**src/rtl/blink_driver_pkg.sv**
```systemverilog
// Shared mode codes for the master FSM / blink driver control interface.
package blink_driver_pkg;

  typedef enum logic [2:0] {
    MODE_OFF1   = 3'd0,
    MODE_ILL1   = 3'd1,
    MODE_ON     = 3'd2,
    MODE_OFF2   = 3'd3,
    MODE_FLASH1 = 3'd4,
    MODE_OFF3   = 3'd5,
    MODE_FLASH2 = 3'd6,
    MODE_ILL7   = 3'd7
  } mode_e;

  function automatic logic is_flash(mode_e m);
    return (m == MODE_FLASH1) || (m == MODE_FLASH2);
  endfunction

endpackage

```
**src/rtl/blink_driver_dffr.sv**
```systemverilog
// Plain D flip-flop bank with synchronous active-high reset to a fixed value.
module blink_driver_dffr #(
  parameter int             W       = 1,
  parameter logic [W-1:0]   RST_VAL = '0
) (
  input  logic         clk,
  input  logic         reset,
  input  logic [W-1:0] d,
  output logic [W-1:0] q
);

  // Register with reset taking priority over the data input.
  always_ff @(posedge clk) begin
    if (reset) q <= RST_VAL;
    else       q <= d;
  end

endmodule

```
**src/rtl/blink_driver_speed_reg.sv**
```systemverilog
// Saturating up/down speed setting for one flash channel. 'changed' flags
// that the register will take a new value on the coming edge, so the timer
// can restart in the same cycle the new half-period takes effect.
module blink_driver_speed_reg #(
  parameter int SPEED_W   = 3,
  parameter int MAX_SPEED = 7,
  parameter int SPEED_RST = 3
) (
  input  logic               clk,
  input  logic               reset,
  input  logic               inc,
  input  logic               dec,
  output logic [SPEED_W-1:0] speed,
  output logic               changed
);

  logic [SPEED_W-1:0] speed_d;

  // Step by one in the pulsed direction, clamp at both ends; opposing pulses cancel.
  always_comb begin
    speed_d = speed;
    if (inc && !dec && (speed != SPEED_W'(MAX_SPEED)))
      speed_d = speed + 1'b1;
    else if (dec && !inc && (speed != '0))
      speed_d = speed - 1'b1;
  end

  assign changed = (speed_d != speed);

  blink_driver_dffr #(.W(SPEED_W), .RST_VAL(SPEED_W'(SPEED_RST))) u_speed_q (
    .clk   (clk),
    .reset (reset),
    .d     (speed_d),
    .q     (speed)
  );

endmodule

```
**src/rtl/blink_driver.sv**
```systemverilog
// LED driver: decodes the master FSM mode code into steady on/off or a
// square-wave flash whose half-period is BASE_HALF << speed of the active channel.
module blink_driver
  import blink_driver_pkg::*;
#(
  parameter int BASE_HALF = 1000000,
  parameter int COUNT_W   = 32,
  parameter int SPEED_W   = 3,
  parameter int MAX_SPEED = 7,
  parameter int SPEED_RST = 3
) (
  input  logic               clk,
  input  logic               reset,
  input  logic [2:0]         mode,
  input  logic               shift_left1,
  input  logic               shift_right1,
  input  logic               shift_left2,
  input  logic               shift_right2,
  output logic               light,
  output logic [SPEED_W-1:0] speed1,
  output logic [SPEED_W-1:0] speed2
);

  localparam logic [COUNT_W-1:0] BASE = COUNT_W'(BASE_HALF);

  mode_e              mode_cur;
  logic [2:0]         prev_mode;
  logic [COUNT_W-1:0] cnt;
  logic [COUNT_W-1:0] cnt_d;
  logic [COUNT_W-1:0] half_m1;
  logic [SPEED_W-1:0] speed_act;
  logic               spd_chg;
  logic               chg1;
  logic               chg2;
  logic               light_d;

  assign mode_cur = mode_e'(mode);

  blink_driver_speed_reg #(.SPEED_W(SPEED_W), .MAX_SPEED(MAX_SPEED), .SPEED_RST(SPEED_RST)) u_speed1 (
    .clk     (clk),
    .reset   (reset),
    .inc     (shift_left1),
    .dec     (shift_right1),
    .speed   (speed1),
    .changed (chg1)
  );

  blink_driver_speed_reg #(.SPEED_W(SPEED_W), .MAX_SPEED(MAX_SPEED), .SPEED_RST(SPEED_RST)) u_speed2 (
    .clk     (clk),
    .reset   (reset),
    .inc     (shift_left2),
    .dec     (shift_right2),
    .speed   (speed2),
    .changed (chg2)
  );

  // Next light/timer value: steady modes clear the timer, flash restarts on
  // entry or active-speed change (entry wins), otherwise counts to H-1 and toggles.
  always_comb begin
    cnt_d     = '0;
    light_d   = 1'b0;
    speed_act = speed1;
    spd_chg   = chg1;
    if (mode_cur == MODE_FLASH2) begin
      speed_act = speed2;
      spd_chg   = chg2;
    end
    half_m1 = (BASE << speed_act) - COUNT_W'(1);

    if (mode_cur == MODE_ON) begin
      light_d = 1'b1;
    end else if (is_flash(mode_cur)) begin
      if (mode != prev_mode) begin
        light_d = 1'b1;
      end else if (spd_chg) begin
        light_d = light;
      end else if (cnt == half_m1) begin
        light_d = ~light;
      end else begin
        light_d = light;
        cnt_d   = cnt + COUNT_W'(1);
      end
    end
  end

  blink_driver_dffr #(.W(COUNT_W)) u_cnt_q (
    .clk (clk), .reset (reset), .d (cnt_d), .q (cnt)
  );

  blink_driver_dffr #(.W(1)) u_light_q (
    .clk (clk), .reset (reset), .d (light_d), .q (light)
  );

  blink_driver_dffr #(.W(3), .RST_VAL(MODE_OFF1)) u_prev_mode_q (
    .clk (clk), .reset (reset), .d (mode), .q (prev_mode)
  );

endmodule
```
**config.mk**
```make
export PLATFORM = sky130hd
export DESIGN_NAME = blink_driver
export DESIGN_NICKNAME = d
export VERILOG_FILES = /design/src/rtl/blink_driver_pkg.sv /design/src/rtl/blink_driver_dffr.sv /design/src/rtl/blink_driver_speed_reg.sv /design/src/rtl/blink_driver.sv
export SDC_FILE = /design/constraint.sdc
export NUM_CORES = 1
export LEC_CHECK = 0
export ABC_CLOCK_PERIOD_IN_PS = 8210
export BUFFER_PORTS_ARGS = -buffer_cell sky130_fd_sc_hd__buf_4
export CAP_MARGIN = 0
export CORE_MARGIN = 1.5
export CORE_UTILIZATION = 30
export CTS_BUF_LIST = sky130_fd_sc_hd__clkbuf_4
export CTS_CLUSTER_SIZE = 40
export DETAILED_ROUTE_END_ITERATION = 16
export PLACE_DENSITY_LB_ADDON = 0.08
export RECOVER_POWER = 25
export SLEW_MARGIN = 40
export SYNTH_ARGS = -nofsm -noshare
export SYNTH_HDL_FRONTEND = slang
export SYNTH_SLANG_ARGS = --single-unit
```
**constraint.sdc**
```tcl
create_clock -name clk -period 8.21 [get_ports clk]
set_clock_uncertainty 0.15 [all_clocks]
set_input_delay 2.463 -clock clk [delete_from_list [all_inputs] [get_ports clk]]
set_output_delay 2.463 -clock clk [all_outputs]
set_load 0.02 [all_outputs]
```
==> impl_metrics.yaml <==
outcome:
  outcome: "finished, violations left"
  violations: "design-rule violations"
finish:
  area_growth_pct: 5.85
  final_area_um2: 3780
  fin_util_pct: 32.8
  diodes: 0
  layout.nets: 448
  drive_gt1_share_pct: 15.8
critical_path:
  cpMaxStageDelayCell: "o21ai_0"
  endpoint_kind: "register"
  crit_cells: 14
  rr_worst_depth: 13
  arrival_ns: 7.13
  worstPathMaxFanout: 21
  path_buf_inv: 3
  path_delay_family: "simple AND/OR/NAND/NOR gates"
  crit_chain: "clkbuf_1 > and3b_1 > o21ai_0 > inv_1 > ha_1 > nor3_1 > o211ai_1 > a221o_1 > o311ai_1 > xor2_1 > or4_4 > nor4b_4 > buf_4 > nor3_2"
  critPathRequiredTime_ns: 8.34
  cp-start-kind: "primary input"
  critPathKind: "in -> reg"
  critPathMaxStageDelay_ns: 0.54
placed_design:
  io_buffer_count: 15
  dpl.hpwl_um: 7280
  gp_congestion: 0.798
  place_ws_ns: 0.912
  placed_area_um2: 3750
timing:
  fmax_mhz: 143
  layout_setup_ws_ns: 1.21
  rsz0062_at_grt: "false"
  relSlewSlack_pct: 49.2
  hold_viol_final: 0
  post-route-min-period_ns: 7.00
  setup_violations: 0
  setup_tns_ns: 0
  whs_ns: 0.362
  tightest_slew_ns: 0.761
  slew_viol_final: 0
  period_share_pct: 85.3
drt:
  vias: 2978
  drtAntennaViolNets: 0
  finalWirelength_um: 9550
  drt_drc_violations_left: 2
  drt_iter0_drc: 145
  wl_per_cell_um: 16.9
  viasPerCell: 5.26
  dr.pass1.iters: 11
yosys:
  syn_area_per_cell_um2: 8.49
  synthTopCellsByCount: "dfxtp_1, xnor2_1, nor2_1"
  yosys_warnings: 0
  synth-seq-cells: 42
  yosysTopAreaCell: "dfxtp_1"
  synthDistinctLibCells: 67
  synth_cells: 421
  post-synth-top-count-cell: "dfxtp_1"
  synth_edf_count: 0
  synth_fp_nets: 447
  synth-main-ff-cell: "dfxtp_1"
  syn-cell-area_um2: 3570
  yosys-top-cells-area: "dfxtp_1, nor3_2, xnor2_1"
  synth_top_area_share_pct: 23.5
  ys_seq_area_share_pct: 23.5
  synth_async_sr_flop_share_pct: 0
clocking:
  clock_sinks: 42
  clk_pin_slew_ns: 0.15
  post_cts_buffers: 0
  numCtsBuffers: 5
  root_buffer: "clkbuf_4"
  h-tree-depth: 2
  clk_path_buf_depth: 2
  cts_hold_buffers: 0
  clkLatencyLatePin_ns: 0.41
  cts_tree: "built"
  postCtsResizedCells: 0
worst_hold_path:
  hold_path_class: "reg -> reg"
  whs_path_depth: 1
floorplan:
  core.rowCount: 39
  die_h_um: 112
  io_pins: 16
  dieArea_um2: 12600
  core_um2: 11500
  start_util_pct: 31.0
  die_w_um: 112
global_routing:
  grt_usage_pct: 16.1
  grt_max_degree: 33
  grt_pass1_vias: 2835
  grt_overflow: 0
  antenna_found_initial: 0
  grt_pass1_wl_um: 15800
pwr:
  powerDensity_nw_per_um2: 153
  power_leakage_nw: 1.26
  max-vdd-ir-drop_mv: 0.0872
job:
  drv_cap: 0
==> kinds of logic after synthesis <==
group,after synthesis,share of synthesized area [%]
XOR/XNOR,53,13.4
AO/OA/AOI/OAI,60,13.2
adder cells (fa/ha/maj),17,5.95
buffers and inverters,47,6.44
flip-flops,42,23.5
multiplexers,16,4.55
AND/OR/NAND/NOR,186,32.9
==> power by group <==
group	internal (mW)	switching (mW)	total, mW
combinational	0.0933	0.137	0.230
clock	0.0342	0.0819	0.116
sequential	0.210	0.0236	0.234
total	0.338	0.242	0.580
==> worst register-to-register path: stages, from the launching register on <==
cell and delay, ns:
dfxtp_1 0.67, inv_2 0.21, o21ai_0 0.54, inv_1 0.20, ha_1 0.40, nor3_1 0.48
o211ai_1 0.24, a221o_1 0.41, o311ai_1 0.39, xor2_1 0.14, or4_4 0.54, nor4b_4 0.24
buf_4 0.38, nor3_2 0.09
==> worst paths after layout <==
kind / end / slack [ns] / from
setup / recovery: u_cnt_q.q[21] / 1.21 / mode[0]
hold / removal: u_cnt_q.q[0] / 0.36 / u_cnt_q.q[0]
setup reg to reg: u_cnt_q.q[21] / 3.01 / u_speed1.u_speed_q.q[0]
hold reg to reg: u_cnt_q.q[0] / 0.36 / u_cnt_q.q[0]
==> sequential cells by signal (all words and copies together), names as in the netlist <==
register              flops
u_speed2.u_speed_q.q      3
u_cnt_q.q                32
u_light_q.q               1
u_prev_mode_q.q           3
u_speed1.u_speed_q.q      3
==> final cells by class <==
type                            count  area, um^2
Clock inverter                      3        23.8
Inverter                           22        82.6
Timing Repair Buffer               19         116
Sequential cell                    42         841
Tap cell                          143         179
Fill cell                        1253        7730
Clock buffer                        5        37.5
Multi-Input combinational cell    332        2500
==> metrics by stage <==
step                      total power, mW  cells
after floorplan                     0.407    421
after global placement              0.471    558
after detailed placement            0.471    558
after CTS                           0.590    566
after global routing                0.625    566
final                               0.580    566
==> metal layers <==
layer | vias to the layer above | global-route usage (%) | part of all wire, %
li1 | 1501 | - | -
met2 | 59 | 23.8 | 43
met4 | 0 | 3.97 | 1.0
met5 | - | 0 | 0
met3 | 9 | 3.89 | 4.6
met1 | 1409 | 23.4 | 51
==> placed cells by master (no fill, tap or decap), types with 3 or more instances in the layout <==
cell type	n
xnor2_1	34
xor2_1	18
nor3b_1	3
a211oi_1	10
nor4b_1	3
nand2_1	30
ha_1	17
clkbuf_4	6
and3_1	6
o211ai_1	6
mux2i_1	14
nor2_1	31
nor4_1	5
o21ai_0	8
nand3_1	16
dfxtp_1	42
clkbuf_1	7
inv_1	21
a21oi_1	8
buf_4	11
nand3b_1	7
or3b_2	4
nand4_1	7
and2_1	4
nand4b_1	3
nand2b_1	5
nor2b_1	4
nor3_2	30
nor3_1	14
Power figures use the tool's default switching activity.
